### config.mk
export PLATFORM = sky130hd
export DESIGN_NAME = store_buffer
export DESIGN_NICKNAME = d
export VERILOG_FILES = /design/src/rtl/store_buffer.sv
export SDC_FILE = /design/constraint.sdc
export NUM_CORES = 1
export LEC_CHECK = 0
export BUFFER_PORTS_ARGS = -buffer_cell sky130_fd_sc_hd__buf_2
export CORE_ASPECT_RATIO = 0.5
export CORE_MARGIN = 2
export CORE_UTILIZATION = 30
export DETAILED_ROUTE_END_ITERATION = 10
export PLACE_DENSITY = 0.47
export SLEW_MARGIN = 20
export SYNTH_ARGS = -nofsm -noshare
export SYNTH_HDL_FRONTEND = slang
export SYNTH_SLANG_ARGS = --single-unit
### constraint.sdc
create_clock -name clk -period 5.1 [get_ports clk]
set_input_delay 1.02 -clock clk [delete_from_list [all_inputs] [get_ports clk]]
set_output_delay 1.02 -clock clk [all_outputs]
set_load 0.01 [all_outputs]
### src/rtl/store_buffer.sv
// store_buffer: posted-write FIFO between the core data port and data memory.
// Stores are queued and drained over a valid/ready port. Loads are forwarded
// from the youngest matching pending store, otherwise memory data passes through.
module store_buffer #(
  parameter int unsigned DEPTH = 4,
  parameter int unsigned PTR_W = 2,
  parameter int unsigned CNT_W = 3
) (
  input  logic             clk,
  input  logic             reset,
  input  logic             cpu_we,
  input  logic [31:0]      cpu_addr,
  input  logic [31:0]      cpu_wdata,
  output logic [31:0]      cpu_rdata,
  output logic             cpu_stall,
  output logic             mem_wvalid,
  output logic [31:0]      mem_waddr,
  output logic [31:0]      mem_wdata,
  input  logic             mem_wready,
  output logic [31:0]      mem_raddr,
  input  logic [31:0]      mem_rdata,
  output logic             buf_empty,
  output logic [CNT_W-1:0] buf_count
);

  localparam int unsigned WADDR_W = 30;
  localparam int unsigned DATA_W  = 32;

  logic [WADDR_W-1:0] addr_q [DEPTH];
  logic [DATA_W-1:0]  data_q [DEPTH];
  logic [PTR_W-1:0]   wr_ptr;
  logic [PTR_W-1:0]   rd_ptr;
  logic [CNT_W-1:0]   count;

  logic               full;
  logic               empty;
  logic               push;
  logic               pop;

  logic               fwd_hit;
  logic [DATA_W-1:0]  fwd_data;
  logic [PTR_W-1:0]   fwd_idx;

  // Occupancy flags and handshake qualifiers
  always_comb begin
    full  = (count == CNT_W'(DEPTH));
    empty = (count == CNT_W'(0));
    push  = cpu_we & ~full;
    pop   = ~empty & mem_wready;
  end

  // Entry storage; contents are don't-care once the slot is outside rd..wr
  always_ff @(posedge clk) begin
    if (push) begin
      addr_q[wr_ptr] <= cpu_addr[31:2];
      data_q[wr_ptr] <= cpu_wdata;
    end
  end

  // Pointers and occupancy; reset discards all pending stores
  always_ff @(posedge clk or negedge reset) begin
    if (!reset) begin
      wr_ptr <= '0;
      rd_ptr <= '0;
      count  <= '0;
    end else begin
      if (push) wr_ptr <= wr_ptr + PTR_W'(1);
      if (pop)  rd_ptr <= rd_ptr + PTR_W'(1);
      case ({push, pop})
        2'b10:   count <= count + CNT_W'(1);
        2'b01:   count <= count - CNT_W'(1);
        default: count <= count;
      endcase
    end
  end

  // Forwarding search oldest-to-youngest so the youngest hit wins
  always_comb begin
    fwd_hit  = 1'b0;
    fwd_data = '0;
    fwd_idx  = '0;
    for (int unsigned i = 0; i < DEPTH; i++) begin
      fwd_idx = rd_ptr + PTR_W'(i);
      if ((CNT_W'(i) < count) && (addr_q[fwd_idx] == cpu_addr[31:2])) begin
        fwd_hit  = 1'b1;
        fwd_data = data_q[fwd_idx];
      end
    end
  end

  // Core-facing and memory-facing outputs
  always_comb begin
    cpu_stall  = cpu_we & full;
    cpu_rdata  = fwd_hit ? fwd_data : mem_rdata;
    mem_raddr  = cpu_addr;
    mem_wvalid = ~empty;
    mem_waddr  = {addr_q[rd_ptr], 2'b00};
    mem_wdata  = data_q[rd_ptr];
    buf_empty  = empty;
    buf_count  = count;
  end

endmodule

==> results of run 1 <==
## final timing paths
| kind | endpoint | start | slack [ns] | cells past startpoint |
|---|---|---|---|---|
| worst min-delay path | rd_ptr[1]$_DFFE_PN0P_ | reset | 0.26 | 1 |
| worst min register to register | wr_ptr[0]$_DFFE_PN0P_ | wr_ptr[0]$_DFFE_PN0P_ | 0.63 | 2 |
| worst max-delay path | cpu_rdata[26] | rd_ptr[1]$_DFFE_PN0P_ | -0.02 | 13 |
| max in group asynchronous | rd_ptr[0]$_DFFE_PN0P_ | reset | 4.64 | 1 |
| worst max register to register | data_q[3][5]$_DFFE_PP_ | buf_count[0]$_DFFE_PN0P_ | 2.15 | 5 |
| min in group clk | wr_ptr[0]$_DFFE_PN0P_ | wr_ptr[0]$_DFFE_PN0P_ | 0.63 | 2 |
## synthesized netlist by cell type (41+ instances only)
cell,n
nor2_1,51
mux4_2,120
a21oi_1,75
buf_4,41
clkbuf_1,83
xnor2_1,124
o21ai_1,50
nor2b_1,50
edfxtp_1,248
a211oi_1,50
mux2i_1,226
## critical path: stages (launching register included)
cell and delay [ns]:
dfrtp_4 0.44, buf_2 0.22, buf_6 0.18, mux2i_4 0.27
o22a_1 0.16, a21oi_1 0.13, or4_4 0.60, or3_4 0.54
buf_12 0.21, o21ai_4 0.14, o21ai_1 0.08, mux2i_1 0.23
o31ai_4 0.12, buf_2 0.16
## routing by layer
metal	GRT usage	vias up	share of wire
li1	-	6499	-
met1	0.245	7276	0.44
met2	0.321	334	0.50
met3	0.0211	76	0.039
met4	0.0410	0	0.022
met5	0	-	0
## state kept, by name, summed over array words and instances, names as in the netlist
name	flops
addr_q	120
buf_count	3
data_q	128
rd_ptr	2
wr_ptr	2
## layout by cell type (no fill, tap or decap), types with 14 or more instances in the layout
| cell | Yosys | layout |
|---|---|---|
| a211oi_1 | 50 | 50 |
| mux2i_2 | 3 | 17 |
| a21oi_1 | 75 | 73 |
| buf_2 | 38 | 226 |
| nor3b_1 | 31 | 31 |
| nor3_1 | 40 | 39 |
| mux2i_1 | 226 | 206 |
| buf_4 | 41 | 81 |
| nor2_1 | 51 | 51 |
| o21ai_1 | 50 | 39 |
| o21ai_0 | 21 | 14 |
| edfxtp_1 | 248 | 248 |
| nand4_1 | 28 | 28 |
| buf_12 | 4 | 24 |
| nor2b_1 | 50 | 50 |
| nand3_1 | 40 | 40 |
| xnor2_1 | 124 | 111 |
| o21ai_2 | 1 | 16 |
| clkbuf_16 | 0 | 36 |
| nor4_1 | 36 | 25 |
| nand2_1 | 31 | 31 |
| o31ai_2 | 0 | 16 |
| o21a_1 | 31 | 31 |
| mux4_2 | 120 | 120 |
## area by class of cell
cell class | instances | area (µm²)
Timing Repair Buffer | 358 | 2710
Clock buffer | 37 | 756
Inverter | 8 | 35.0
Clock inverter | 14 | 116
Tap cell | 825 | 1030
Sequential cell | 255 | 7630
Multi-Input combinational cell | 1117 | 10600
Fill cell | 6038 | 38400
## cell families after synthesis
logic type | share of synthesized area
fa+ha+maj | 0.00602
mux | 0.268
xor+xnor | 0.0614
buf+inv | 0.0583
compound gates | 0.0975
flops | 0.408
simple gates | 0.100
other cells | 0.000201
## report_power, final
group / total, µW / switching, µW / leakage [µW] / internal, µW
sequential: 3120 / 333 / 0.00235 / 2790
clock: 2020 / 889 / 0.000428 / 1130
combinational: 7680 / 4190 / 0.00561 / 3490
## through the flow
step | hold slack, ns | total power, µW | util
2_1_floorplan | 0.580 | 8120 | -
3_3_place_gp | 0.611 | 10200 | 0.338
3_5_place_dp | 0.630 | 10200 | 0.338
4_1_cts | 0.247 | 12500 | 0.361
5_1_grt | 0.259 | 13600 | 0.373
6_report | 0.264 | 12800 | 0.373
## timing repair
item                                    4_1_cts  5_1_grt
buffers inserted                             18       23
pin swaps                                     8       18
gates cloned                                  3        7
endpoints found under the setup margin       32       32
resized for setup                            56       94
==> out/metrics.cfg, run 1 <==
[outcome]
run_status = complete, but fails checks
violations = setup timing

[placement]
dp_slack_ns = 0.0798
dp_hpwl_mm = 40.6
placement.cell_area_um2 = 20700
port_buffers = 227
place_inst = 2517
place.gp.congestion = 0.915

[detailed_routing]
postRouteAntennaNets = 0
dr_total_vias = 14200
drt_pass1_iterations = 6
wire_per_inst_um = 23.7
viasPerCell = 5.43
routed_wl_mm = 62.0
drc_errors = 0
drtIter0Drc = 1034

[global_routing]
grt_pass1_vias = 13600
track_usage = 0.184
overflow = 0
antenna_found_initial = 0
grt_max_degree = 201
grt_pass1_wl_mm = 89.9

[yosys]
synth-edff-count = 248
ys_types = 66
async_flop_share = 0.0275
postSynthCellCount = 1568
netlist.area_leader.share = 0.398
syn_area_um2 = 18700
synth-seq-cells = 255
ys_seq_area_frac = 0.408
yosysTopAreaCell = edfxtp_1
synthTopCellsByArea = edfxtp_1 40%, mux4_2 14%, mux2i_1 12%, xnor2_1 5.8%, a211oi_1 2.0%
syn_area_per_cell_um2 = 11.9
ys.warnings.count = 0
synth_ff_type = edfxtp_1

[die]
fp-row-count = 64
initial_utilization = 0.305
design.core.area_um2 = 61300
die-area_um2 = 64400
die_h_um = 181
io_pins = 234
fp.dieW_um = 357

[power_and_ir_drop]
vdd_drop_max_v = 0.000462
powerDensity_nw_per_um2 = 561
power.leakage_uw = 0.00839

[timing]
skew_ns = 0.0141
period_share = 1.00
tns_ns = -0.0285
final.setup.worst_slack_ns = -0.0170
max_slew_margin = 0.266
fin_crit_ns = 5.12
finalSetupViolations = 2
hold_viol_final = 0
drv_slew = 0
rsz0062_at_grt = yes
max_freq_mhz = 195
tightest_slew_ns = 1.10

[hold_path]
hold_class = in -> async

[finish]
final_cell_area_um2 = 22900
drive_above_1_share = 0.350
fin_cells = 2614
nets = 1877
area_growth_pct = 22.5
antenna_cells = 0

[worst_setup_path]
start_kind = flip-flop
path_class = reg -> out
cp.arrival_ns = 4.10
worstPathMaxFanout = 8
critPathCaptureType = output port
critical_path_required_ns = 4.08

[clock_network]
clkTransAtPathRegs_ns = 0.06
cts_made_buffers = 28
cts_max_path_buffers = 3
htree_levels = 1
cts_root_buf = clkbuf_16
cts.sinks = 255
cts_tree = yes
holdBufCountCts = 0
clock_latency_ns = 0.58

[flow_run]
maxCapViolCount = 0

(Power assumes the default switching activity.)
==> run 2, diff against run 1 <==
Settings changed: PLACE_DENSITY 0.47 to 0.48.
Clock period 5.1 ns to 4.6 ns, I/O delays scaled along.
==> run 2 against run 1 <==
Routed wire length up 1.1%. Final cell count up 4.7%. Hold slack worse by 0.11 ns. Cell area up 3.8%. Clock power up 14%. Sequential share of layout area down 1.2 points. The flow still finishes with violations (setup timing). Via count up 2.8%. Flip-flop and latch count unchanged. Largest power group unchanged.
==> out/metrics.cfg, run 2 (same netlist as run 1, synthesis figures left out) <==
[outcome]
run_status = complete, but fails checks  ; unchanged
violations = setup timing  ; unchanged

[finish]
most-common-layout-cells = 248 x edfxtp_1, 227 x buf_2, 205 x mux2i_1  ; was 248 x edfxtp_1, 226 x buf_2, 206 x mux2i_1
layout.cells.most_common = edfxtp_1  ; unchanged
top_register = data_q  ; unchanged
drive_above_1_share = 0.392  ; was 0.350
largest_reg_flops = 128  ; unchanged
nets = 1997  ; was 1,877
area_growth_pct = 27.1  ; was 22.5%
antenna_cells = 0  ; unchanged

[die]
design.core.area_um2 = 61300  ; unchanged
io_pins = 234  ; unchanged
die-area_um2 = 64400  ; unchanged
fp.dieW_um = 357  ; unchanged
die_h_um = 181  ; unchanged
initial_utilization = 0.305  ; unchanged
fp-row-count = 64  ; unchanged

[timing]
fin_crit_ns = 5.09
hold_viol_final = 0  ; unchanged
rsz0062_at_grt = yes  ; unchanged
max_freq_mhz = 197
period_share = 1.11
final.setup.worst_slack_ns = -0.488  ; was -0.0170 ns
finalSetupViolations = 32  ; was 2
max_slew_margin = 0.316  ; was 0.266
skew_ns = 0.0113  ; was 0.0141 ns
drv_slew = 0  ; unchanged
hold_ws_ns = 0.156  ; was 0.264 ns
tightest_slew_ns = 1.03  ; was 1.10 ns
tns_ns = -12.64  ; was -0.0285 ns

[placement]
port_buffers = 227  ; unchanged
dp_hpwl_mm = 43.0  ; was 40.6 mm
place.gp.congestion = 0.917  ; was 0.915

[global_routing]
track_usage = 0.185  ; was 0.184
grt_pass1_wl_mm = 90.6  ; was 89.9 mm
antenna_found_initial = 1  ; was 0
grt_max_degree = 205  ; was 201
overflow = 0  ; unchanged
grt_pass1_vias = 14300  ; was 13,600

[worst_setup_path]
worstPathMaxFanout = 18  ; was 8
cp.arrival_ns = 4.17  ; was 4.10 ns
reg2reg_to = addr_q[2][13]$_DFFE_PP_  ; was data_q[3][5]$_DFFE_PP_
path_common_cell = buf_12  ; was buf_2
start_kind = flip-flop  ; unchanged
path_cells = buf_12 > buf_12 > buf_4 > mux2i_2 > xor2_1 > o211ai_1 > o22a_1 > or4_4 > o21ai_4 > o211ai_4 > buf_12 > o31ai_1 > buf_4 > buf_2  ; was buf_2 > buf_6 > mux2i_4 > o22a_1 > a21oi_1 > or4_4 > or3_4 > buf_12 > o21ai_4 > o21ai_1 > mux2i_1 > o31ai_4 > buf_2
timing.rr.start = buf_count[0]$_DFFE_PN0P_  ; unchanged
crit_end = cpu_rdata[1]  ; was cpu_rdata[26]
path_class = reg -> out  ; unchanged
r2r_cells = 5  ; unchanged
critPathLaunch = rd_ptr[1]$_DFFE_PN0P_  ; unchanged
critPathCaptureType = output port  ; unchanged
slowest_stage = dfrtp_4  ; was or4_4
rrSetupSlack_ns = 1.76  ; was 2.15 ns
cp_slowest_stage_delay_ns = 0.49  ; was 0.60 ns
critical_path_required_ns = 3.68  ; was 4.08 ns

[detailed_routing]
wire_per_inst_um = 22.9  ; was 23.7 µm
postRouteAntennaNets = 0  ; unchanged
drtIter0Drc = 1053  ; was 1,034
viasPerCell = 5.33  ; was 5.43
drt_pass1_iterations = 5  ; was 6
drc_errors = 0  ; unchanged
dr_total_vias = 14600  ; was 14,200
routed_wl_mm = 62.8  ; was 62.0 mm

[clock_network]
cts_max_path_buffers = 3  ; unchanged
holdBufCountCts = 0  ; unchanged
htree_levels = 1  ; unchanged
cts.sinks = 255  ; unchanged
cts_tree = yes  ; unchanged
cts_made_buffers = 30  ; was 28
clock_latency_ns = 0.59  ; was 0.58 ns
clkTransAtPathRegs_ns = 0.06  ; about the same
cts_root_buf = clkbuf_16  ; unchanged

[flow_run]
maxCapViolCount = 0  ; unchanged

[power_and_ir_drop]
powerDensity_nw_per_um2 = 625  ; was 561 nW/µm²
power.leakage_uw = 0.00897  ; was 0.00839 µW
vdd_drop_max_v = 0.000564  ; was 0.000462 V

[hold_path]
hold_class = in -> async  ; unchanged

run 2: cell count changes in the layout (fill, tap and decap cells not counted), sizes merged:
cell / previous run / this run
clkinv: 12 / 15
bufbuf: 1 / 3
buf: 350 / 468
clkbuf: 44 / 40
or3: 3 / 4
clkinvlp: 0 / 2
run 2: layout make-up:
cell class / instances / area, µm²
tap: 825 / 1030
multi-input combinational: 1118 / 10600
sequential: 255 / 7630
clock buffer: 36 / 773
timing repair buffer: 475 / 3510
clock inverter: 19 / 150
fill: 6030 / 37600
inverter: 8 / 32.5
run 2: routing by layer:
metal	wire [µm]	part of all wire	GRT usage
met2	31800	0.51	0.326
met4	1400	0.022	0.0434
met1	27100	0.43	0.243
met5	16	0.00025	0
met3	2380	0.038	0.0193
run 2: repair_timing:
item / CTS / global route
setup buffers: 12 / 18
pin swaps: 4 / 17
gates resized for setup: 37 / 94
setup endpoints to repair: 32 / 32
cloned: 3 / 5
run 2: worst min-delay path by stage:
stage	from	to	slack, ns
floorplan	wr_ptr[1]$_DFFE_PN0P_	wr_ptr[1]$_DFFE_PN0P_	0.58
global placement	wr_ptr[1]$_DFFE_PN0P_	wr_ptr[1]$_DFFE_PN0P_	0.61
detailed placement	wr_ptr[0]$_DFFE_PN0P_	wr_ptr[0]$_DFFE_PN0P_	0.64
CTS	reset	wr_ptr[0]$_DFFE_PN0P_	0.14
global route	reset	wr_ptr[0]$_DFFE_PN0P_	0.16
finish	reset	wr_ptr[1]$_DFFE_PN0P_	0.16
run 2: stage by stage:
stage / worst slack (ns) / cells / util / area (µm²) / power [µW]
after global routing: -0.596 / 2736 / 0.387 / 23800 / 15700
after floorplan: 0.501 / 1569 / - / 18700 / 9010
after detailed placement: 0.0106 / 2644 / 0.354 / 21700 / 11900
after CTS: -0.485 / 2714 / 0.375 / 23000 / 14600
final: -0.488 / 2736 / 0.387 / 23800 / 14900
after global placement: 0.0130 / 2644 / 0.354 / 21700 / 11900
run 2: worst max-delay path: cells and delay by family (launching register included):
family,cells,cell delay (ns)
compound gates,5,1.12
buf+inv,6,0.95
flops,1,0.49
simple gates,1,0.49
xor+xnor,1,0.29
mux,1,0.22
run 2: report_power, final:
part | switching [µW] | leakage [µW] | internal, µW | total, µW
combinational | 4780 | 0.00617 | 4310 | 9090
sequential | 367 | 0.00235 | 3090 | 3460
clock | 1000 | 0.000446 | 1300 | 2300
total | 6150 | 0.00897 | 8700 | 14900
